## src/rtl/prog_loader.sv

```systemverilog
// Boot-time program loader: takes a length-prefixed byte stream, packs bytes big-endian
// into 32-bit words, writes them to instruction memory and holds the CPU until done.
module prog_loader #(
  parameter int ADDR_W  = 8,
  parameter int TIMEOUT = 1000
) (
  input  logic              clk_i,
  input  logic              rst_ni,
  input  logic              start_i,
  input  logic              rx_valid_i,
  input  logic [7:0]        rx_data_i,
  output logic              rx_ready_o,
  output logic              mem_we_o,
  output logic [31:0]       mem_addr_o,
  output logic [31:0]       mem_wdata_o,
  output logic              cpu_hold_o,
  output logic              busy_o,
  output logic              done_o,
  output logic              error_o,
  output logic [ADDR_W:0]   word_count_o
);

  localparam int                CNT_W      = $clog2(TIMEOUT + 1);
  localparam logic [CNT_W-1:0]  IDLE_LIMIT = CNT_W'(TIMEOUT - 1);
  localparam logic [16:0]       MAX_LEN    = 17'(2 ** ADDR_W);

  typedef enum logic [2:0] {
    S_IDLE, S_LEN_HI, S_LEN_LO, S_DATA, S_WRITE, S_DONE, S_ERR
  } state_e;

  state_e              state_q, state_d;
  logic [15:0]         len_q, len_d;
  logic [31:0]         shift_q, shift_d;
  logic [1:0]          byte_idx_q, byte_idx_d;
  logic [ADDR_W:0]     word_cnt_q, word_cnt_d;
  logic [CNT_W-1:0]    idle_q, idle_d;
  logic                rx_ready_s;
  logic                accept_s;

  assign rx_ready_s = (state_q == S_LEN_HI) || (state_q == S_LEN_LO) || (state_q == S_DATA);
  assign accept_s   = rx_valid_i && rx_ready_s;

  // State register and datapath registers.
  always_ff @(posedge clk_i or negedge rst_ni) begin
    if (!rst_ni) begin
      state_q    <= S_IDLE;
      len_q      <= 16'd0;
      shift_q    <= 32'd0;
      byte_idx_q <= 2'd0;
      word_cnt_q <= '0;
      idle_q     <= '0;
    end else begin
      state_q    <= state_d;
      len_q      <= len_d;
      shift_q    <= shift_d;
      byte_idx_q <= byte_idx_d;
      word_cnt_q <= word_cnt_d;
      idle_q     <= idle_d;
    end
  end

  // Next-state logic, byte packing and idle timeout.
  always_comb begin
    state_d    = state_q;
    len_d      = len_q;
    shift_d    = shift_q;
    byte_idx_d = byte_idx_q;
    word_cnt_d = word_cnt_q;
    idle_d     = idle_q;
    case (state_q)
      S_IDLE, S_DONE, S_ERR: begin
        if (start_i) begin
          state_d    = S_LEN_HI;
          shift_d    = 32'd0;
          byte_idx_d = 2'd0;
          word_cnt_d = '0;
          idle_d     = '0;
        end else begin
          state_d = state_q;
        end
      end
      S_LEN_HI, S_LEN_LO, S_DATA: begin
        // A byte arriving on the last allowed idle cycle wins over the timeout.
        if (accept_s) begin
          idle_d = '0;
          case (state_q)
            S_LEN_HI: begin
              len_d   = {rx_data_i, len_q[7:0]};
              state_d = S_LEN_LO;
            end
            S_LEN_LO: begin
              len_d = {len_q[15:8], rx_data_i};
              if (len_d == 16'd0) begin
                state_d = S_DONE;
              end else if ({1'b0, len_d} > MAX_LEN) begin
                state_d = S_ERR;
              end else begin
                state_d = S_DATA;
              end
            end
            S_DATA: begin
              shift_d    = {shift_q[23:0], rx_data_i};
              byte_idx_d = byte_idx_q + 2'd1;
              if (byte_idx_q == 2'd3) begin
                state_d = S_WRITE;
              end else begin
                state_d = S_DATA;
              end
            end
            default: state_d = S_IDLE;
          endcase
        end else if (idle_q == IDLE_LIMIT) begin
          state_d = S_ERR;
        end else begin
          idle_d = idle_q + CNT_W'(1);
        end
      end
      S_WRITE: begin
        word_cnt_d = word_cnt_q + (ADDR_W + 1)'(1);
        idle_d     = '0;
        if (32'(word_cnt_d) == 32'(len_q)) begin
          state_d = S_DONE;
        end else begin
          state_d = S_DATA;
        end
      end
      default: state_d = S_IDLE;
    endcase
  end

  assign rx_ready_o   = rx_ready_s;
  assign mem_we_o     = (state_q == S_WRITE);
  assign mem_addr_o   = {{(29 - ADDR_W){1'b0}}, word_cnt_q, 2'b00};
  assign mem_wdata_o  = shift_q;
  assign cpu_hold_o   = (state_q != S_DONE);
  assign busy_o       = rx_ready_s || (state_q == S_WRITE);
  assign done_o       = (state_q == S_DONE);
  assign error_o      = (state_q == S_ERR);
  assign word_count_o = word_cnt_q;

endmodule

```

## config.mk

```make
export PLATFORM = sky130hd
export DESIGN_NAME = prog_loader
export DESIGN_NICKNAME = d
export VERILOG_FILES = /design/src/rtl/prog_loader.sv
export SDC_FILE = /design/constraint.sdc
export NUM_CORES = 1
export LEC_CHECK = 0
export BUFFER_PORTS_ARGS = -buffer_cell sky130_fd_sc_hd__buf_2
export CORE_AREA = 2 2 99 101
export DETAILED_ROUTE_END_ITERATION = 6
export DIE_AREA = 0 0 101 103
export PLACE_DENSITY = 0.67
export REMOVE_ABC_BUFFERS = 1
export SYNTH_ARGS = -nofsm -noshare
export SYNTH_HDL_FRONTEND = slang
export SYNTH_SLANG_ARGS = --single-unit
```

## constraint.sdc

```tcl
create_clock -name clk_i -period 1.78 [get_ports clk_i]
set_clock_uncertainty 0.05 [all_clocks]
set_input_delay 0.178 -clock clk_i [delete_from_list [all_inputs] [get_ports clk_i]]
set_output_delay 0.178 -clock clk_i [all_outputs]
set_load 0.1 [all_outputs]
```

======== After elaboration in Yosys (flattened, before gate mapping) ========
Cells that the tools add are included.
operators by class
  bitwise operators ....................... 2
  mux-type cells .......................... 24
  add/sub/neg operators ................... 3
  equal/unequal tests ..................... 15
  reduce and logical (&&, ||, !) cells .... 17
  $lt $le $gt $ge ......................... 1
operators with widths
  kind                                                  count
  2-to-1 mux 32 bit                                     3
  case mux 32 bit (2 select lines)                      1
  case mux 16 bit (2 select lines)                      1
  2-to-1 mux 10 bit                                     3
  case mux 10 bit (3 select lines)                      1
  2-to-1 mux 3 bit                                      7
  case mux 3 bit (3 select lines)                       2
  case mux 9 bit (2 select lines)                       1
  equality test 9 x 16 -> 1 bit                         1
  > comparator 16 x 9 -> 1 bit (second input constant)  1
  zero test 16 bit                                      1
  AND reduction 4 bit                                   3
  adder 10 x 1 -> 10 bit (second input constant)        1
  equality test 10 bit (second input constant)          1
  adder 9 x 1 -> 9 bit (second input constant)          1
  equality test 3 bit (second input constant)           3
  2-to-1 mux 9 bit                                      1
  != test 3 bit (second input constant)                 3
  equality test 3 x 2 -> 1 bit (second input constant)  2
  2-to-1 mux 2 bit                                      3
  != test 2 bit (second input constant)                 3
  OR reduction 3 bit                                    2
  case mux 2 bit (2 select lines)                       1
  AND reduction 2 bit                                   2
  10 further kinds                                      14
storage, ports and cells
  word-level logic and storage cells ...... 69
  output and inout bits ................... 79
  bits in registers ....................... 72

======== Logic depth before layout (Yosys ltp) ========
  depth in word-level cells ............... 6
  depth in mapped cells ................... 8

======== Least setup slack after synthesis ========
OpenSTA, ideal clock, no wires.
  kind .................................... reg-to-output
  start point ............................. register state_q[1]
  end point ............................... output port error_o
  path buffers ............................ 2
  required time ........................... 1.552 ns
  cell stages (with the launch flop) ...... 4
  arrival ................................. 3.127 ns
  setup slack ............................. -1.575 ns
  cell sequence ........................... dfrtp_1 > buf_2 > clkbuf_1 > nor3b_1
between the ends
  word-level cells in the longest chain between the ends .. 1
ends and longest elaborated chain
  what                    RTL line  text
  from (decl)             31        state_e state_q, state_d;
  from (signal assigned)  53        state_q <= state_d;
  equality test 3 bit     138       assign error_o = (state_q == S_ERR);
  to (decl)               19        output logic error_o,
No other way between the ends.

======== Final worst setup path ========
  start point ............................. register word_cnt_q[1], in the netlist word_count_o[1]
  end point ............................... register state_q[2]
between the ends
  word-level cells in the longest chain between the ends .. 4
ends and longest elaborated chain
  what                             RTL line  text
  from (decl)                      35        logic [ADDR_W:0] word_cnt_q, word_cnt_d;
  from (signal assigned)           57        word_cnt_q <= word_cnt_d;
  adder 9 x 1 -> 9 bit             119       word_cnt_d = word_cnt_q + (ADDR_W + 1)'(1);
  equality test 9 x 16 -> 1 bit    121       if (32'(word_cnt_d) == 32'(len_q)) begin
  2-to-1 mux 3 bit                 121
  case mux 3 bit (3 select lines)  70        case (state_q)
No other way between the ends.
A chain may end at the register's enable or synchronous reset.

==> qor.yml <==
setup_violations: 9
status: "finished with violations"
register_area_um2: 1800
placementRows: 36
fin_crit_sh_pct: 106
final_common_cell: "nand2_1"
ys.flop_type: "dfrtp_1"
maxCapViolations: 0
path_clk_slew_ns: 0.09
async_reset_ff_share_pct: 100
synth_area_um2: 3920
yosys-top-cells-area: "dfrtp_1, nand2_1, buf_4, nand3_1, mux2_2"
clkSinkCount: 72
hp-class: "in -> reg"
num_io_pins: 91
cts_buffers: 9
critPathRequiredTime_ns: 2.03
antenna_cells: 0
port_buffers: 67
grt_pass1_vias: 3233
yosys_warnings: 0
dp_hpwl_um: 6320
failed_checks: "setup timing"
synth_top_area_share_pct: 46.0
firstDrtPassIters: 4
cts_max_path_buffers: 2
cp-start-kind: "flip-flop"
die-area_um2: 10400
setup_ws_ns: -0.108
fillers: 879
min_period_ns: 1.89
syn2layout_area_growth_pct: 31.4
wl_um: 9400
synthDominantAreaCellType: "dfrtp_1"
grt_pass1_wl_um: 15400
postRouteAntennaNets: 0
final_nets: 543
grt.overflow.total: 0
path_max_fanout: 4
crit_type: "reg -> reg"
route.detailed.wl_per_inst_um: 14.6
netlist_instances: 419
core_area_um2: 9460
via_per_inst: 5.15
utilization_pct: 54.4
rsz0062_at_grt: "true"
fmax_mhz: 530
clock_latency_ns: 0.36
cp-end-kind: "flip-flop"
drive_above_1_share_pct: 37.0
htreeDepth: 3
drc: 0
cts-root-buf: "clkbuf_8"
initial_utilization_pct: 41.4
first_iter_violations: 188
avgSynthCellArea_um2: 9.36
gp_congestion: 0.864
ys_types: 50
cp_data_arrival_time_ns: 2.14
ys_ff_latch: 72
ys_seq_area_share_pct: 46.0
grt_antenna_before_repair: 0
dp_slack_ns: -0.161
dieWidth_um: 101
hold_viol: 0
grt.total_usage_pct: 18.7
num_vias: 3326
synth-edff-count: 0
cts_tree: "done"
drv_slew: 0
grt_max_degree: 73
mostFrequentLayoutCells: "nand2_1, dfrtp_1, buf_2"
die_height_um: 103
multiInputGateArea_um2: 2000
==> layer usage <==
metal	vias to the layer above	part of all wire (%)	global-route usage [%]
met5	-	0	0
met1	1617	43	23.4
li1	1613	-	-
met3	14	4.1	4.07
met2	82	51	31.7
met4	0	1.6	7.17
==> final cells by class <==
| class | count | area share, % |
|---|---|---|
| repair buffers | 128 | 18.8 |
| flip-flops and latches | 72 | 35.0 |
| well taps | 114 | 2.77 |
| clock buffers | 10 | 2.67 |
| inverters | 7 | 0.680 |
| multi-input cells | 310 | 38.8 |
| clock inverters | 5 | 1.24 |
==> registers in the layout (all words and copies together) (netlist names) <==
signal,flops
mem_wdata_o,32
len_q,16
idle_q,10
word_count_o,9
state_q,3
byte_idx_q,2
==> kinds of logic after synthesis <==
kind of cell,Yosys count,synth area share (%)
buffers and inverters,59,9.45
DFF,72,46.0
and+or+nand+nor,184,23.1
AOI/OAI and AO/OA,61,10.7
xor gates and xnor gates,22,4.92
muxes,16,4.60
adders and majority gates,4,1.24
other,1,0.0957
==> synth_stat cells (all sizes together) (4+ instances only) <==
master	count
a21oi	10
and3	5
buf	47
clkbuf	5
dfrtp	72
inv	7
mux2	16
nand2	85
nand3	38
nand4	4
nor2	25
nor3	5
nor3b	4
nor4	7
o2111ai	7
o21ai	20
xnor2	6
xor2	16
==> critical path, cell delays in order, from the launching register on <==
cell	delay, ns
dfrtp_1	0.43
buf_6	0.15
buf_4	0.13
a21oi_1	0.13
o32ai_1	0.10
o32a_1	0.35
or3_1	0.37
a21oi_2	0.12
==> through the flow <==
stage               std cells  TNS [ns]  hold WS [ns]  area, um^2
finish                    646    -0.354        0.0302        5150
global placement          613    -0.392         0.185        4590
CTS                       635    -0.175        0.0221        4950
global route              646     -1.10        0.0353        5150
floorplan                 389    -61.20        -0.168        3660
detailed placement        613    -0.254         0.194        4590
==> repair_timing <==
action | CTS | global route
hold endpoints to repair | 72 | 0
setup endpoints to repair | 12 | 57
hold buffers | 1 | 0
gates resized for setup | 22 | 28
buffers inserted | 6 | 12
pin swaps | 5 | 5
==> worst paths after layout <==
kind | to | slack (ns) | depth (start not counted) | start
min in group asynchronous | mem_wdata_o[27] | 0.32 | 3 | rst_ni
min reg2reg | mem_wdata_o[25] | 0.41 | 2 | mem_wdata_o[25]
max in group asynchronous | word_count_o[2] | 1.04 | 3 | rst_ni
min | mem_wdata_o[5] | 0.03 | 3 | rx_data_i[5]
max | state_q[2] | -0.11 | 7 | word_count_o[1]
max reg2reg | state_q[2] | -0.11 | 7 | word_count_o[1]
Power is left out: the tool's default activity adds up to more than one toggle a clock period on the data nets, which glitch-free logic cannot reach.
